<file path="src/rtl/td4_prog_loader.sv">
// -----------------------------------------------------------------------------
// td4_prog_loader
//
// Serial program writer for the TD4 CPU's 16 x 8 instruction store. A UART
// byte stream (8N1, LSB first) is received; the byte SYNC_BYTE starts a load.
// The next 16 bytes are written to program memory addresses 0..15. The CPU is
// held in reset while loading. It is released only after a complete image
// has been written, so it never runs an unloaded image.
//
// Optional build macro: TD4_LOADER_CHECKSUM_EN
//   When this macro is defined, a 17th byte must follow the 16 data bytes.
//   It must equal the modulo-256 sum of those 16 bytes. On a match the CPU is
//   released. On a mismatch or a frame error the loader returns to hunting
//   and the CPU stays in reset. The checksum byte is never written to memory.
//
// Parameters:
//   CLKS_PER_BIT  clock cycles per UART bit (legal range 4..65535)
//   SYNC_BYTE     byte value that starts a load
//
// Ports:
//   clock        in   system clock
//   reset        in   asynchronous active-low reset
//   rx           in   UART line, idle high, asynchronous to clock
//   mem_we       out  program memory write strobe (one-cycle pulse)
//   mem_addr     out  write address (held when mem_we is low)
//   mem_wdata    out  write data {Imm,OP} (held when mem_we is low)
//   cpu_reset_n  out  active-low CPU reset; low while loading or unloaded
//   busy         out  high from an accepted sync byte until the load ends
//   done         out  high while a valid image is loaded and the CPU runs
//   frame_err    out  sticky bad-stop-bit flag; cleared by an accepted sync
// -----------------------------------------------------------------------------
module td4_prog_loader #(
  parameter int unsigned CLKS_PER_BIT = 434,
  parameter logic [7:0]  SYNC_BYTE    = 8'hA5
) (
  input  logic       clock,
  input  logic       reset,
  input  logic       rx,
  output logic       mem_we,
  output logic [3:0] mem_addr,
  output logic [7:0] mem_wdata,
  output logic       cpu_reset_n,
  output logic       busy,
  output logic       done,
  output logic       frame_err
);

  // The last count value of a full bit period and of a half bit period.
  localparam logic [15:0] BIT_LAST  = 16'(CLKS_PER_BIT - 1);
  localparam logic [15:0] HALF_LAST = 16'((CLKS_PER_BIT / 2) - 1);

  typedef enum logic [1:0] {
    RX_IDLE  = 2'd0,
    RX_START = 2'd1,
    RX_DATA  = 2'd2,
    RX_STOP  = 2'd3
  } rx_state_e;

`ifdef TD4_LOADER_CHECKSUM_EN
  typedef enum logic [1:0] {
    LD_HUNT  = 2'd0,
    LD_LOAD  = 2'd1,
    LD_CHECK = 2'd2,
    LD_RUN   = 2'd3
  } ld_state_e;
`else
  typedef enum logic [1:0] {
    LD_HUNT = 2'd0,
    LD_LOAD = 2'd1,
    LD_RUN  = 2'd3
  } ld_state_e;
`endif

`ifdef TD4_LOADER_CHECKSUM_EN
  // Running modulo-256 checksum accumulation.
  function automatic logic [7:0] csum_add(input logic [7:0] acc, input logic [7:0] b);
    return acc + b;
  endfunction
`endif

  // ---------------------------------------------------------------------------
  // Receiver signals
  // ---------------------------------------------------------------------------
  logic        rx_meta_q, rx_sync_q;
  rx_state_e   rx_state_q, rx_state_d;
  logic [15:0] rx_cnt_q, rx_cnt_d;
  logic [2:0]  rx_bit_q, rx_bit_d;
  logic [7:0]  rx_shift_q, rx_shift_d;
  logic        rx_valid_q, rx_valid_d;
  logic [7:0]  rx_byte_q, rx_byte_d;
  logic        rx_ferr_q, rx_ferr_d;

  // ---------------------------------------------------------------------------
  // Loader signals
  // ---------------------------------------------------------------------------
  ld_state_e   ld_state_q, ld_state_d;
  logic [3:0]  addr_q, addr_d;
  logic        mem_we_q, mem_we_d;
  logic [3:0]  mem_addr_q, mem_addr_d;
  logic [7:0]  mem_wdata_q, mem_wdata_d;
  logic        cpu_reset_n_q, cpu_reset_n_d;
  logic        busy_q, busy_d;
  logic        done_q, done_d;
  logic        frame_err_q, frame_err_d;
`ifdef TD4_LOADER_CHECKSUM_EN
  logic [7:0]  sum_q, sum_d;
`endif

  // Two-flop synchroniser for the asynchronous rx line (idles high).
  always_ff @(posedge clock or negedge reset) begin
    if (!reset) begin
      rx_meta_q <= 1'b1;
      rx_sync_q <= 1'b1;
    end else begin
      rx_meta_q <= rx;
      rx_sync_q <= rx_meta_q;
    end
  end

  // Receiver next-state logic: centre-samples start, 8 data bits and stop.
  always_comb begin
    rx_state_d = rx_state_q;
    rx_cnt_d   = rx_cnt_q;
    rx_bit_d   = rx_bit_q;
    rx_shift_d = rx_shift_q;
    rx_valid_d = 1'b0;
    rx_byte_d  = rx_byte_q;
    rx_ferr_d  = 1'b0;
    case (rx_state_q)
      RX_IDLE: begin
        rx_cnt_d = 16'd0;
        if (!rx_sync_q) begin
          rx_state_d = RX_START;
        end else begin
          rx_state_d = RX_IDLE;
        end
      end
      RX_START: begin
        if (rx_cnt_q == HALF_LAST) begin
          rx_cnt_d = 16'd0;
          // A line that is back high at mid-start is treated as a glitch.
          if (rx_sync_q) begin
            rx_state_d = RX_IDLE;
          end else begin
            rx_state_d = RX_DATA;
            rx_bit_d   = 3'd0;
          end
        end else begin
          rx_cnt_d = rx_cnt_q + 16'd1;
        end
      end
      RX_DATA: begin
        if (rx_cnt_q == BIT_LAST) begin
          rx_cnt_d   = 16'd0;
          rx_shift_d = {rx_sync_q, rx_shift_q[7:1]};
          if (rx_bit_q == 3'd7) begin
            rx_state_d = RX_STOP;
          end else begin
            rx_bit_d = rx_bit_q + 3'd1;
          end
        end else begin
          rx_cnt_d = rx_cnt_q + 16'd1;
        end
      end
      RX_STOP: begin
        if (rx_cnt_q == BIT_LAST) begin
          rx_cnt_d   = 16'd0;
          rx_state_d = RX_IDLE;
          if (rx_sync_q) begin
            rx_valid_d = 1'b1;
            rx_byte_d  = rx_shift_q;
          end else begin
            rx_ferr_d = 1'b1;
          end
        end else begin
          rx_cnt_d = rx_cnt_q + 16'd1;
        end
      end
      default: begin
        rx_state_d = RX_IDLE;
        rx_cnt_d   = 16'd0;
      end
    endcase
  end

  // Receiver state register.
  always_ff @(posedge clock or negedge reset) begin
    if (!reset) begin
      rx_state_q <= RX_IDLE;
      rx_cnt_q   <= 16'd0;
      rx_bit_q   <= 3'd0;
      rx_shift_q <= 8'h00;
      rx_valid_q <= 1'b0;
      rx_byte_q  <= 8'h00;
      rx_ferr_q  <= 1'b0;
    end else begin
      rx_state_q <= rx_state_d;
      rx_cnt_q   <= rx_cnt_d;
      rx_bit_q   <= rx_bit_d;
      rx_shift_q <= rx_shift_d;
      rx_valid_q <= rx_valid_d;
      rx_byte_q  <= rx_byte_d;
      rx_ferr_q  <= rx_ferr_d;
    end
  end

  // Loader next-state and registered-output logic.
  always_comb begin
    ld_state_d    = ld_state_q;
    addr_d        = addr_q;
    mem_we_d      = 1'b0;
    mem_addr_d    = mem_addr_q;
    mem_wdata_d   = mem_wdata_q;
    cpu_reset_n_d = cpu_reset_n_q;
    busy_d        = busy_q;
    done_d        = done_q;
    // frame_err is sticky in every state; only an accepted sync clears it.
    frame_err_d   = frame_err_q | rx_ferr_q;
`ifdef TD4_LOADER_CHECKSUM_EN
    sum_d         = sum_q;
`endif
    case (ld_state_q)
      LD_HUNT: begin
        busy_d        = 1'b0;
        done_d        = 1'b0;
        cpu_reset_n_d = 1'b0;
        if (rx_valid_q && (rx_byte_q == SYNC_BYTE)) begin
          ld_state_d  = LD_LOAD;
          addr_d      = 4'd0;
          busy_d      = 1'b1;
          frame_err_d = 1'b0;
`ifdef TD4_LOADER_CHECKSUM_EN
          sum_d       = 8'h00;
`endif
        end else begin
          ld_state_d = LD_HUNT;
        end
      end
      LD_LOAD: begin
        if (rx_ferr_q) begin
          // Abort; memory already written is left as is.
          ld_state_d    = LD_HUNT;
          busy_d        = 1'b0;
          done_d        = 1'b0;
          cpu_reset_n_d = 1'b0;
        end else if (rx_valid_q) begin
          // Every byte is data here, including one equal to SYNC_BYTE.
          mem_we_d    = 1'b1;
          mem_addr_d  = addr_q;
          mem_wdata_d = rx_byte_q;
          addr_d      = addr_q + 4'd1;
`ifdef TD4_LOADER_CHECKSUM_EN
          sum_d       = csum_add(sum_q, rx_byte_q);
`endif
          if (addr_q == 4'd15) begin
`ifdef TD4_LOADER_CHECKSUM_EN
            ld_state_d = LD_CHECK;
`else
            ld_state_d = LD_RUN;
`endif
          end else begin
            ld_state_d = LD_LOAD;
          end
        end else begin
          ld_state_d = LD_LOAD;
        end
      end
`ifdef TD4_LOADER_CHECKSUM_EN
      LD_CHECK: begin
        if (rx_ferr_q) begin
          ld_state_d    = LD_HUNT;
          busy_d        = 1'b0;
          done_d        = 1'b0;
          cpu_reset_n_d = 1'b0;
        end else if (rx_valid_q) begin
          if (rx_byte_q == sum_q) begin
            ld_state_d = LD_RUN;
          end else begin
            ld_state_d    = LD_HUNT;
            busy_d        = 1'b0;
            done_d        = 1'b0;
            cpu_reset_n_d = 1'b0;
          end
        end else begin
          ld_state_d = LD_CHECK;
        end
      end
`endif
      LD_RUN: begin
        if (rx_valid_q && (rx_byte_q == SYNC_BYTE)) begin
          // Restart: the CPU goes back into reset immediately.
          ld_state_d    = LD_LOAD;
          addr_d        = 4'd0;
          busy_d        = 1'b1;
          done_d        = 1'b0;
          cpu_reset_n_d = 1'b0;
          frame_err_d   = 1'b0;
`ifdef TD4_LOADER_CHECKSUM_EN
          sum_d         = 8'h00;
`endif
        end else begin
          // Entering RUN releases the CPU one cycle after the final write.
          ld_state_d    = LD_RUN;
          busy_d        = 1'b0;
          done_d        = 1'b1;
          cpu_reset_n_d = 1'b1;
        end
      end
      default: begin
        ld_state_d    = LD_HUNT;
        busy_d        = 1'b0;
        done_d        = 1'b0;
        cpu_reset_n_d = 1'b0;
      end
    endcase
  end

  // Loader state and output registers.
  always_ff @(posedge clock or negedge reset) begin
    if (!reset) begin
      ld_state_q    <= LD_HUNT;
      addr_q        <= 4'd0;
      mem_we_q      <= 1'b0;
      mem_addr_q    <= 4'd0;
      mem_wdata_q   <= 8'h00;
      cpu_reset_n_q <= 1'b0;
      busy_q        <= 1'b0;
      done_q        <= 1'b0;
      frame_err_q   <= 1'b0;
`ifdef TD4_LOADER_CHECKSUM_EN
      sum_q         <= 8'h00;
`endif
    end else begin
      ld_state_q    <= ld_state_d;
      addr_q        <= addr_d;
      mem_we_q      <= mem_we_d;
      mem_addr_q    <= mem_addr_d;
      mem_wdata_q   <= mem_wdata_d;
      cpu_reset_n_q <= cpu_reset_n_d;
      busy_q        <= busy_d;
      done_q        <= done_d;
      frame_err_q   <= frame_err_d;
`ifdef TD4_LOADER_CHECKSUM_EN
      sum_q         <= sum_d;
`endif
    end
  end

  assign mem_we      = mem_we_q;
  assign mem_addr    = mem_addr_q;
  assign mem_wdata   = mem_wdata_q;
  assign cpu_reset_n = cpu_reset_n_q;
  assign busy        = busy_q;
  assign done        = done_q;
  assign frame_err   = frame_err_q;

endmodule

</file>
<file path="config.mk">
export PLATFORM = sky130hd
export DESIGN_NAME = td4_prog_loader
export DESIGN_NICKNAME = d
export VERILOG_FILES = /design/src/rtl/td4_prog_loader.sv
export SDC_FILE = /design/constraint.sdc
export NUM_CORES = 1
export LEC_CHECK = 0
export ABC_AREA = 1
export ABC_CLOCK_PERIOD_IN_PS = 1750
export BUFFER_PORTS_ARGS = -buffer_cell sky130_fd_sc_hd__buf_2
export CAP_MARGIN = 20
export CELL_PAD_IN_SITES_DETAIL_PLACEMENT = 0
export CELL_PAD_IN_SITES_GLOBAL_PLACEMENT = 1
export CORE_ASPECT_RATIO = 1.4
export CORE_MARGIN = 2
export CORE_UTILIZATION = 46
export DETAILED_ROUTE_END_ITERATION = 7
export PLACE_DENSITY_LB_ADDON = 0.1
export SYNTH_ARGS = -nofsm -noshare
export SYNTH_HDL_FRONTEND = slang
export SYNTH_SLANG_ARGS = --single-unit
</file>
<file path="constraint.sdc">
create_clock -name clock -period 1.75 [get_ports clock]
set_input_delay 0.2625 -clock clock [delete_from_list [all_inputs] [get_ports clock]]
set_output_delay 0.2625 -clock clock [all_outputs]
set_load 0.05 [all_outputs]
</file>
# Yosys cells after proc, flatten, opt, wreduce, memory -nomap -nowiden
# Index checks and enable logic that the tools add are counted.
# word_totals
ff_bits,63
latchBits,0
ramBits,0
romBits,0
inputBits,3
output_inout_bits,17
wordCells,96
mem_count,0
# op_classes
addsub,3
multipliers,0
div_mod_pow,0
order_cmp,0
n_eq_ne,20
n_shift,0
n_mux,41
bitwise_logic,2
n_reduce_logical,13
# ops
op,n
16-bit case mux with 3 select lines,1
16-bit two-way mux,2
2-bit two-way mux,9
2-bit != test (second input constant),9
16-bit by 1-bit adder with 16-bit output (second input constant),1
16-bit by 8-bit equality test with 1-bit output (second input constant),1
16-bit by 9-bit equality test with 1-bit output (second input constant),1
1-bit two-way mux,16
3-bit two-way mux,4
4-bit two-way mux,3
8-bit equality test (second input constant),1
2-bit case mux with 4 select lines,1
4-bit case mux with 2 select lines,1
4-bit AND reduction,2
2-bit equality test (second input constant),3
2-bit case mux with 3 select lines,1
3-bit case mux with 2 select lines,1
3-bit AND reduction,2
5-bit AND reduction,1
4-bit by 1-bit adder with 4-bit output (second input constant),1
2-bit by 1-bit equality test with 1-bit output (second input constant),2
4-bit equality test (second input constant),1
2-bit logical NOT,2
1-bit case mux with 2 select lines,2
other kinds (9),11

# Logic depth before layout (Yosys ltp)
# Gate-level depths: netlist (run 1).
# depth
word_depth,5
ltp_mapped,11
depth_no_buf,11

# Worst setup path after synthesis (run 1)
# No wires, ideal clock.
# synth_timing
path_kind,reg-to-reg
startpoint,register rx_cnt_q[1]
endpoint,register rx_shift_q[7]
setup_ps,119
arrival_ps,1299
t_required_ps,1631
path_slack_ps,332
path_stages_with_launch,9
path_buffers,1
synth_period_minus_slack_ps,1418
path_cell_list,dfrtp_1 > inv_1 > ha_1 > nand2_1 > nor3_4 > nand3_2 > buf_6 > nand2_2 > o21ai_2
# synth_between
elab_chain_cells,2
# synth_lines
element,line,source
"start, declared",86,"logic [15:0] rx_cnt_q, rx_cnt_d;"
"start signal, assigned",198,rx_cnt_q <= rx_cnt_d;
16-bit by 9-bit equality test with 1-bit output,153,if (rx_cnt_q == BIT_LAST) begin
2-bit AND reduction (no source line),-,
"end signal, assigned",200,rx_shift_q <= rx_shift_d;
"end, declared",88,"logic [7:0] rx_shift_q, rx_shift_d;"
# No other way between the ends.
# A chain may end at the register's enable or synchronous reset.

# Worst setup path in the final report (run 1)
# layout_timing
startpoint,register rx_cnt_q[1]
endpoint,register rx_bit_q[0]
# layout_between
elab_chain_cells,3
word_cells_on_any_way,5
classes_between,eq/ne: 4; reduce/logical: 1
# layout_lines
element,line,source
16-bit by 9-bit equality test with 1-bit output or 16-bit by 8-bit equality test with 1-bit output (tied branches),"153, 139",
2-bit != test (no source line),-,
5-bit AND reduction (no source line) *,-,
"end signal, assigned",199,rx_bit_q <= rx_bit_d;
"end, declared",87,"logic [2:0] rx_bit_q, rx_bit_d;"
# Mark *: on every way between the ends. The rest lies on a longest branch, timed or not.

==> results of run 1 <==
[cell type report]
class	count	share of cell area, %
flip-flops and latches	63	44.61
multi-input cells	242	37.43
repair buffers	30	5.514
inverters	39	4.136
clock buffers	9	3.499
well taps	74	2.616
clock inverters	7	2.192
[registers in the layout (all words and copies together) (netlist names), 2 cells and up, named ones only]
register,flops
mem_addr,4
addr_q,4
ld_state_q,2
rx_bit_q,3
mem_wdata,8
rx_cnt_q,16
rx_shift_q,8
rx_byte_q,8
[final timing paths]
| check | depth (start not counted) | endpoint | startpoint |
|---|---|---|---|
| worst min register to register | 0 | rx_sync_q$_DFF_PN1_ | rx_meta_q$_DFF_PN1_ |
| max in group asynchronous | 3 | rx_meta_q$_DFF_PN1_ | reset |
| worst min-delay path | 0 | rx_sync_q$_DFF_PN1_ | rx_meta_q$_DFF_PN1_ |
| min in group asynchronous | 3 | addr_q[0]$_DFFE_PN0P_ | reset |
| worst max register to register | 11 | rx_bit_q[0]$_DFFE_PN0P_ | rx_cnt_q[1]$_DFF_PN0_ |
| worst max-delay path | 11 | rx_bit_q[0]$_DFFE_PN0P_ | rx_cnt_q[1]$_DFF_PN0_ |
[logic make-up after synthesis]
logic type	share of synthesized area, %
AOI/OAI and AO/OA	10.68
buffers and inverters	5.971
xor gates and xnor gates	2.275
adders and majority gates	4.062
DFF	51.26
and+or+nand+nor	25.75
[repair_timing]
item | CTS | global route
gates resized for setup | 0 | 2
hold endpoints to repair | 62 | 0
endpoints found under the setup margin | 0 | 9
buffers inserted | 0 | 0
hold buffers | 2 | 0
[synth_stat cells (3+ instances only)]
library cell | n | area share [%]
nand2_1 | 97 | 12
dfrtp_1 | 61 | 50
inv_1 | 37 | 4.5
nor2_1 | 29 | 3.5
nand3_1 | 16 | 2.6
o21ai_2 | 15 | 4.3
o21ai_0 | 14 | 2.3
a21oi_1 | 13 | 2.1
ha_1 | 10 | 4.1
nand2_2 | 8 | 1.6
nand4_1 | 8 | 1.6
xor2_1 | 7 | 2.0
nor3_1 | 6 | 0.97
nand3_2 | 3 | 0.97
[metal layers]
metal,wire [um],vias up,track usage [%]
li1,-,1200,-
met1,2585,1051,20.25
met2,3122,44,30.98
met3,150,20,4.400
met4,268,0,10.54
met5,0,-,0
[stage by stage]
step	utilization, %	std cells
3_5_place_dp	50.74	446
5_1_grt	54.25	464
2_1_floorplan	-	349
6_report	54.25	464
4_1_cts	54.13	464
3_3_place_gp	50.74	446
[cells in the final DEF, fill, tap and decap left out, types with 6 or more instances in the layout]
| cell type | instances |
|---|---|
| a21oi_1 | 13 |
| buf_2 | 19 |
| buf_4 | 8 |
| clkbuf_8 | 9 |
| dfrtp_1 | 61 |
| ha_1 | 10 |
| inv_1 | 37 |
| nand2_1 | 96 |
| nand2_2 | 8 |
| nand3_1 | 16 |
| nand4_1 | 8 |
| nor2_1 | 29 |
| nor3_1 | 6 |
| o21ai_0 | 14 |
| o21ai_2 | 15 |
| xor2_1 | 7 |
[power groups by stage]
stage	logic (mW)	clock network (mW)	registers, mW
after floorplan	0.00201	0	1.49
after global placement	0.0395	0	1.49
after detailed placement	0.0396	0	1.49
after CTS	0.0431	1.33	1.46
after global routing	0.0481	1.40	1.46
final	0.0402	1.31	1.46
==> metrics.md, run 1 <==
| Metric | Value |
|---|---|
| RSZ-0062 raised after global routing | false |
| Synth Register Bits | 63 |
| Critical path's most frequent cell | nand2_1 |
| Post-route setup slack | 127.6 ps |
| Num rows | 35 |
| Required @ worst endpoint | around 2000 ps |
| Initial antenna violation count | 0 |
| Vias/cell | between 4 and 5 |
| Worst R2R Setup Slack | approximately 130 ps |
| Worst Setup End Kind | register |
| Synth async-reset ratio | 100.0% |
| Sequential fraction of the synthesis area | a little over 50% |
| Syn-to-layout area delta | 14.91% |
| All-Layer GR Usage | 18.19% |
| Post-Route WL | 6.127 mm |
| DP HPWL | roughly 4.5 mm |
| Clock power share | 46.5% |
| Synth Warn # | 0 |
| Average wire per standard cell | around 13 um |
| Power Density | 792.8 nW/um^2 |
| EDFF count, synth | 0 |
| Hold Vio Cnt, Final | 0 |
| GP Congestion | 0.8756 |
| Initial Util | 47.21% |
| Reg area | ~1600 um^2 |
| Post-Syn Nets | ~360 |
| Final Slew Violations | 0 |
| DR pass1 iterations | 4 |
| Largest net degree at the start of global routing | 64 |
| # IOs | 20 |
| Core footprint | between 6000 and 7000 um^2 |
| NetSw | about 0.67 mW |
| DR vias | between 2000 and 2500 |
| Worst IR Drop VDD | approximately 0.56 mV |
| Pint | 2.140 mW |
| First-pass GRT wire length | around 10 mm |
| CTS HTree Levels | 3 |
| HP Class | register to register |
| Clk root buf | clkbuf_8 |
| Worst Max-Slew Pin Slew | between 300 and 400 ps |
| Die H | just over 100 um |
| Worst-Skew Late Latency | 350 ps |
| Sink Count | 63 |
| Critical Path, Cell by Cell | inv_1 > ha_1 > inv_1 > nor2_1 > nand2_1 > nor2_1 > nand2_2 > nand2_1 > nand3_2 > nand2_1 > o21ai_0 |
| Max FO, Critical Path | 6 |
| CP max stage cell | dfrtp_1 |
| # DRC | 0 |
| Total Neg Setup Slack | 0 ps |
| Dpl ws | 110.2 ps |
| CTS tree | done |
| Outcome | complete, no violations |
| Syn Area/Cell | approximately 8.8 um^2 |
| Final min period | ~1600 ps |
| Cells after synthesis | 349 |
| Setup Viol. Count Final | 0 |
| Dpl cell area | 3311 um^2 |
| Crit Path Class | register to register |
| Achievable Freq | ~600 MHz |
| Iter 0 DRT Violations | 130 |
| # fillers | about 600 |
| Multi-input logic area | ~1300 um^2 |
| WP buf/inv | 2 |
| Die area | roughly 7400 um^2 |
| Post-synth cell types | 34 |
| NumNets Final | a little under 400 |
| Worst path max stage delay | around 420 ps |
| Final Hold Slack | ~360 ps |
| CTS clk-pin slew, worst paths | 70 ps |
| Cell area after layout | approximately 3500 um^2 |
| CTS max path bufs | 2 |
| Switch share | between 20% and 30% |
| Register share of total power | a little over half |
| Slew HR | 76.12% |
| Die width | between 70 and 80 um |
| Clock skew | roughly 14 ps |
| Max-Cap Viols | 0 |
| Mapped cell area | roughly 3100 um^2 |
| Comb power frac | between 1 and 1.5% |
| Vias in the first global route | 2155 |
| P_leak | 1.742 nW |
| Antenna Nets Post-Route | 0 |
| Cts bufs inserted | 9 |
| Critical path startpoint category | register |
| Share of layout cells above drive strength 1 | between 20% and 30% |
| CP top delay family | simple AND/OR/NAND/NOR gates |
| Synth Flop Type | dfrtp_1 |
| Ant diodes | 0 |
| PortBufs | 19 |
| Power Total | 2.806 mW |
| Tcrit/Tclk final | roughly 90% |
| CP Data Arrival Time | roughly 1900 ps |
| Gr ovfl total | 0 |
Power figures use the tool's default switching activity.
==> inputs of run 2 (changes only) <==
ABC_AREA = 0   (was 1)
CORE_UTILIZATION = 48   (was 46)
==> metrics.md, run 2 <==
| Metric | Value |
|---|---|
| Switch share | 22.38% (-1.3 points) |
| DP HPWL | 3.833 mm (-14%) |
| # fillers | 518 (-15%) |
| Dpl ws | -183.6 ps (-293.7 ps) |
| CTS clk-pin slew, worst paths | 70 ps (about the same) |
| Hold Vio Cnt, Final | 0 (unchanged) |
| Max-Cap Viols | 0 (unchanged) |
| HP Class | primary input to register |
| Most common cell in the netlist | dfrtp_1 |
| Vias/cell | 5.173 (+3.7%) |
| CTS tree | done |
| Num rows | 33 (-5.7%) |
| Largest cells by area after synthesis | dfrtp_1 (53%), nand2_1 (6.5%), mux2_2 (6.3%), ha_1 (4.4%), nor2_1 (2.5%) |
| Ant diodes | 0 (unchanged) |
| Reg area | 1583 um^2 (+0.24%) |
| Vias in the first global route | 1989 (-7.7%) |
| Share of layout cells above drive strength 1 | 31.09% (+10 points) |
| Sink Count | 63 (unchanged) |
| Required @ worst endpoint | 1980 ps (about the same) |
| Comb power frac | 1.6% (+0.2 points) |
| Core footprint | 5822 um^2 (-11%) |
| Clk root buf | clkbuf_8 |
| All-Layer GR Usage | 17.88% (-0.31 points) |
| Average wire per standard cell | 13.76 um (+4.2%) |
| Cell taking the most area after synthesis | dfrtp_1 |
| Gr ovfl total | 0 (unchanged) |
| Largest reg by FF count | rx_cnt_q |
| CTS max path bufs | 2 (unchanged) |
| Final Slew Violations | 0 (unchanged) |
| Commonest non-fill, non-tap cell in the layout | dfrtp_1 |
| # IOs | 20 (unchanged) |
| RSZ-0062 raised after global routing | true |
| Finished Layout Cells | 382 (-18%) |
| Sequential fraction of the synthesis area | 54.92% (+3.7 points) |
| Final min period | 1702 ps (+79.53 ps) |
| First-pass GRT wire length | 9.170 mm (-8.5%) |
| Worst R2R Setup Slack | 50 ps (-80 ps) |
| Iter 0 DRT Violations | 76 (-42%) |
| Multi-input logic area | 1267 um^2 (-4.3%) |
| Worst IR Drop VDD | 0.4652 mV (-17%) |
| Worst-Skew Late Latency | 340 ps (about the same) |
| Power Density | 784.4 nW/um^2 (-1.1%) |
| CP Data Arrival Time | 1930 ps (+70 ps) |
| Most frequent cells after synthesis | dfrtp_1 (61), nand2_1 (50), nor2_1 (19), mux2_2 (16), ha_1 (10) |
| Initial antenna violation count | 0 (unchanged) |
| Cell area after layout | 3500 um^2 (-1.1%) |
| Synth Flop Type | dfrtp_1 |
| Max FO, Critical Path | 8 (+2) |
| Max FFs per register | 16 (unchanged) |
| Antenna Nets Post-Route | 0 (unchanged) |
| Worst Setup End Kind | register |
| Synth Register Bits | 63 (unchanged) |
| Crit Path Class | register to register |
| Pint | 2.131 mW (-0.46%) |
| NumNets Final | 320 (-20%) |
| EDFF count, synth | 0 (unchanged) |
| Syn-to-layout area delta | 21.71% |
| CTS HTree Levels | 3 (unchanged) |
| Mapped cell area | 2875 um^2 (-6.7%) |
| Clock skew | 7.210 ps (-6.735 ps) |
| Die width | 69.41 um (-5.1%) |
| Post-Syn Nets | 273 (-25%) |
| Commonest cells after routing, fill and taps aside | dfrtp_1 (58), nand2_1 (50), buf_4 (22), nor2_1 (19), buf_2 (19) |
| Critical Path, Cell by Cell | nor4_2 > and4_4 > nand4_4 > mux2_2 |
| Synth top area share | 53.09% (+3.5 points) |
| Register share of total power | 53.3% (+1.3 points) |
| Dpl cell area | 3211 um^2 (-3.0%) |
| Worst path max stage delay | 390 ps (-30 ps) |
| Final Util | 60.11% (+5.9 points) |
| P_leak | 1.784 nW (+2.4%) |
| CP top delay family | simple AND/OR/NAND/NOR gates |
| DR vias | 1976 (-15%) |
| Synth async-reset ratio | 100.0% (unchanged) |
| # DRC | 0 (unchanged) |
| Syn Area/Cell | 11.06 um^2 (+25%) |
| Largest net degree at the start of global routing | 23 (-64%) |
| Post-route setup slack | 48.04 ps (-79.53 ps) |
| Worst Max-Slew Pin Slew | 541.8 ps (+183.9 ps) |
| Setup Viol. Count Final | 0 (unchanged) |
| Cts bufs inserted | 9 (unchanged) |
| Outcome | complete, no violations |
| Achievable Freq | 587.6 MHz (-4.7%) |
| Post-Route WL | 5.257 mm (-14%) |
| Critical path startpoint category | register |
| Post-synth cell types | 44 (+29%) |
| PortBufs | 19 (unchanged) |
| CP max stage cell | dfrtp_1 |
| Die H | 95.58 um (-5.2%) |
| Clock power share | 45.1% (-1.4 points) |
| Die area | 6634 um^2 (-10%) |
| GP Congestion | 0.7346 (-16%) |
| Cells after synthesis | 260 (-26%) |
| Initial Util | 49.39% (+2.2 points) |
| Slew HR | 63.88% (-12 points) |
| Placed Instances | 363 (-19%) |
| DR pass1 iterations | 4 (unchanged) |
| Synth Warn # | 0 (unchanged) |
| NetSw | 0.6143 mW (-7.7%) |
| Tcrit/Tclk final | 97.26% (+4.5 points) |
| Total Neg Setup Slack | 0 ps (unchanged) |
| WP buf/inv | 0 (-2) |
run 2: logic make-up after synthesis:
kind of cell	count (synthesis)	share of synthesized area (%)
and+or+nand+nor	113	20.37
DFF	63	54.92
AOI/OAI and AO/OA	25	6.223
muxes	19	7.311
buffers and inverters	18	3.176
xor gates and xnor gates	12	3.655
adders and majority gates	10	4.352
run 2: power groups by stage:
stage	Combinational [mW]	Clock (mW)	Sequential (mW)
floorplan	0.00146	0	1.49
global placement	0.0443	0	1.49
detailed placement	0.0444	0	1.49
CTS	0.0466	1.27	1.46
global route	0.0526	1.34	1.46
finish	0.0445	1.24	1.46
run 2: through the flow:
stage	hold WS, ps	total power [mW]
after CTS	2.306	2.784
after detailed placement	276.7	1.535
after floorplan	-33.09	1.492
final	17.88	2.745
after global routing	7.237	2.856
after global placement	278.2	1.535
run 2: final timing paths:
path	startpoint	cells after the start	end
min in group asynchronous	reset	2	mem_wdata[4]$_DFFE_PN0P_
max in group asynchronous	reset	3	rx_sync_q$_DFF_PN1_
hold reg to reg	rx_meta_q$_DFF_PN1_	0	rx_sync_q$_DFF_PN1_
hold / removal	rx	1	rx_meta_q$_DFF_PN1_
setup reg to reg	rx_cnt_q[13]$_DFF_PN0_	4	rx_byte_q[2]$_DFFE_PN0P_
setup / recovery	rx_cnt_q[13]$_DFF_PN0_	4	rx_byte_q[2]$_DFFE_PN0P_
run 2: timing repair:
action / CTS / global route
pin swaps: 4 / 4
gates resized for setup: 8 / 12
setup endpoints to repair: 38 / 37
gates cloned: 0 / 0
endpoints found under the hold margin: 20 / 0
hold buffers: 1 / 0
setup buffers: 0 / 2
run 2: layout make-up:
| type | count | area share (%) |
|---|---|---|
| Sequential cell | 63 | 45.23 |
| Multi-Input combinational cell | 179 | 36.22 |
| Timing Repair Buffer | 45 | 9.439 |
| Clock buffer | 9 | 3.540 |
| Tap cell | 70 | 2.503 |
| Clock inverter | 7 | 2.109 |
| Inverter | 9 | 0.9653 |
run 2: worst reg2reg max path, cell delays in order, from the launching register on:
cell and delay (ps):
dfrtp_1 390, nor4_2 340, and4_4 360, nand4_4 170, mux2_2 330
run 2: routing by layer:
metal  share of wire [%]  routed length (um)  global-route usage [%]
met3                 2.2                 117                   2.854
met5                   0                   0                       0
met2                  53                2808                   32.61
met4                 2.4                 128                   11.27
met1                  42                2201                   19.34
==> inputs of run 3 (changes only) <==
BUFFER_PORTS_ARGS = default   (was -buffer_cell sky130_fd_sc_hd__buf_2)
CORE_UTILIZATION = 50   (was 48)
DONT_BUFFER_PORTS = 1   (was default)
RECOVER_POWER = 25   (was default)
==> metrics.md, run 3 (synthesis results as in run 2) <==
| Metric | Value |
|---|---|
| Hold Startpoint | rx_meta_q$_DFF_PN1_ |
| All-Layer GR Usage | 19.91% (+2.0 points) |
| Reg2reg start | rx_cnt_q[13]$_DFF_PN0_ |
| Reg2reg end | rx_cnt_q[14]$_DFF_PN0_ |
| Worst path max stage delay | 380 ps (about the same) |
| HP Class | register to register |
| CTS clk-pin slew, worst paths | 70 ps (about the same) |
| Crit Path Class | register to register |
| Iter 0 DRT Violations | 68 (-11%) |
| Initial Util | 52.04% (+2.7 points) |
| Largest reg by FF count | rx_cnt_q |
| Average wire per standard cell | 14.70 um (+6.8%) |
| Commonest non-fill, non-tap cell in the layout | dfrtp_1 |
| Final min period | 1764 ps (+61.61 ps) |
| CP max stage cell | dfrtp_1 |
| NumNets Final | 310 (-3.1%) |
| Setup crit start | rx_cnt_q[13]$_DFF_PN0_ |
| Worst Setup End Kind | register |
| Vias/cell | 5.376 (+3.9%) |
| Max FO, Critical Path | 6 (-2) |
| Dpl ws | -133.5 ps (+50.03 ps) |
| Post-route setup slack | -13.58 ps (-61.61 ps) |
| CTS max path bufs | 2 (unchanged) |
| Tcrit/Tclk final | 100.8% (+3.5 points) |
| First-pass GRT wire length | 9.515 mm (+3.8%) |
| Pint | 2.425 mW (+14%) |
| WP buf/inv | 3 (+3) |
| Vias in the first global route | 2177 (+9.5%) |
| Num rows | 32 (-3.0%) |
| Commonest cells after routing, fill and taps aside | dfrtp_1 (61), nand2_1 (50), buf_4 (29), mux2_2 (16), clkbuf_8 (13) |
| Gr ovfl total | 0 (unchanged) |
| Worst Max-Slew Pin Slew | 857.9 ps (+316.2 ps) |
| Core footprint | 5525 um^2 (-5.1%) |
| Share of layout cells above drive strength 1 | 28.48% (-2.6 points) |
| # IOs | 20 (unchanged) |
| Clk root buf | clkbuf_8 |
| Hold Vio Cnt, Final | 0 (unchanged) |
| Sink Count | 63 (unchanged) |
| Largest net degree at the start of global routing | 64 (+180%) |
| DR pass1 iterations | 4 (unchanged) |
| Register share of total power | 49.0% (-4.3 points) |
| Max-Cap Viols | 0 (unchanged) |
| Outcome | complete, but fails checks |
| Worst R2R Setup Slack | -10 ps (-60 ps) |
| Slew HR | 42.80% (-21 points) |
| Clock skew | 6.398 ps (-0.8126 ps) |
| Antenna Nets Post-Route | 0 (unchanged) |
| Achievable Freq | 567.0 MHz (-3.5%) |
| # DRC | 0 (unchanged) |
| CTS HTree Levels | 3 (unchanged) |
| Clock power share | 49.9% (+4.8 points) |
| Cts bufs inserted | 9 (unchanged) |
| DR vias | 1989 (+0.66%) |
| NetSw | 0.5626 mW (-8.4%) |
| CP Data Arrival Time | 1980 ps (+50 ps) |
| Die width | 68.09 um (-1.9%) |
| Final Hold Slack | 356.6 ps (+338.7 ps) |
| PortBufs | 0 (-19) |
| Post-Route WL | 5.440 mm (+3.5%) |
| Switch share | 18.83% (-3.5 points) |
| Die H | 93.73 um (-1.9%) |
| RSZ-0062 raised after global routing | true |
| CTS tree | done |
| Required @ worst endpoint | 1960 ps (-20 ps) |
| Syn-to-layout area delta | 23.28% |
| Final Slew Violations | 0 (unchanged) |
| WHS Endpoint | rx_sync_q$_DFF_PN1_ |
| CP top delay family | buffers and inverters |
| Total Neg Setup Slack | -41.89 ps (-41.89 ps) |
| Worst reg2reg path depth | 7 (+3) |
| DP HPWL | 3.721 mm (-2.9%) |
| Critical Path, Cell by Cell | nor4_2 > buf_4 > and4_1 > buf_6 > a2bb2oi_4 > clkbuf_16 > a21oi_2 |
| Setup Viol. Count Final | 9 (+9) |
| Initial antenna violation count | 0 (unchanged) |
| Violated checks | setup timing |
| Die area | 6382 um^2 (-3.8%) |
| P_leak | 1.748 nW (-2.0%) |
| Ant diodes | 0 (unchanged) |
| Max FFs per register | 16 (unchanged) |
| Power Density | 842.7 nW/um^2 (+7.4%) |
| Worst-Skew Late Latency | 330 ps (about the same) |
| Critical path startpoint category | register |
| Hold depth | 0 (-1) |
| Worst IR Drop VDD | 0.5626 mV (+21%) |
| GP Congestion | 0.7724 (+5.1%) |
| Comb power frac | 1.1% (-0.5 points) |
==> run 3: per-stage QoR <==
step           total power [mW]  area (um^2)  std cells  util (%)
6_report                  2.987         3545        370     64.15
5_1_grt                   3.095         3545        370     64.15
4_1_cts                   3.037         3432        366     62.11
3_5_place_dp              1.493         3126        347     56.57
3_3_place_gp              1.493         3126        347     56.57
2_1_floorplan             1.492         2875        260         -
==> run 3: power by group through the flow <==
stage          clock (mW)  combinational, mW  sequential [mW]
6_report             1.49             0.0338             1.46
5_1_grt              1.59             0.0415             1.46
4_1_cts              1.53             0.0421             1.46
3_5_place_dp            0            0.00188             1.49
3_3_place_gp            0            0.00190             1.49
2_1_floorplan           0            0.00146             1.49
==> run 3: cell type report <==
type                            instances  area, um^2
Fill cell                             470        1981
Tap cell                               68       85.08
Clock inverter                          2       60.06
Sequential cell                        63        1579
Clock buffer                           14       182.7
Multi-Input combinational cell        179        1303
Timing Repair Buffer                   35       301.5
Inverter                                9       33.78
==> run 3: how the worst max path moves through the flow <==
| stage | endpoint | slack (ps) | depth (start not counted) |
|---|---|---|---|
| global route | rx_cnt_q[14]$_DFF_PN0_ | -100 | 7 |
| detailed placement | rx_byte_q[5]$_DFFE_PN0P_ | -130 | 5 |
| global placement | rx_byte_q[4]$_DFFE_PN0P_ | -80 | 5 |
| floorplan | rx_byte_q[0]$_DFFE_PN0P_ | 100 | 6 |
| finish | rx_cnt_q[14]$_DFF_PN0_ | -10 | 7 |
| CTS | rx_byte_q[5]$_DFFE_PN0P_ | -20 | 6 |
==> run 3: metal layers <==
layer | vias to the layer above | part of all wire, % | wire (um) | track usage, %
met1 | 974 | 40 | 2158 | 20.55
met2 | 33 | 55 | 2998 | 35.60
met3 | 14 | 2.9 | 156 | 5.276
met4 | 0 | 2.3 | 127 | 10.00
met5 | - | 0 | 0 | 0
li1 | 968 | - | - | -
==> run 3: repair_timing <==
action,4_1_cts,5_1_grt
resized for setup,3,22
setup endpoints to repair,35,38
hold buffers,3,0
gates cloned,0,1
pin swaps,2,7
hold endpoints to repair,64,0
setup buffers,0,3
==> run 3: worst register-to-register path, cell delays in order, from the launching register on <==
cell,delay (ps)
dfrtp_1,380
nor4_2,300
buf_4,160
and4_1,180
buf_6,140
a2bb2oi_4,250
clkbuf_16,200
a21oi_2,30
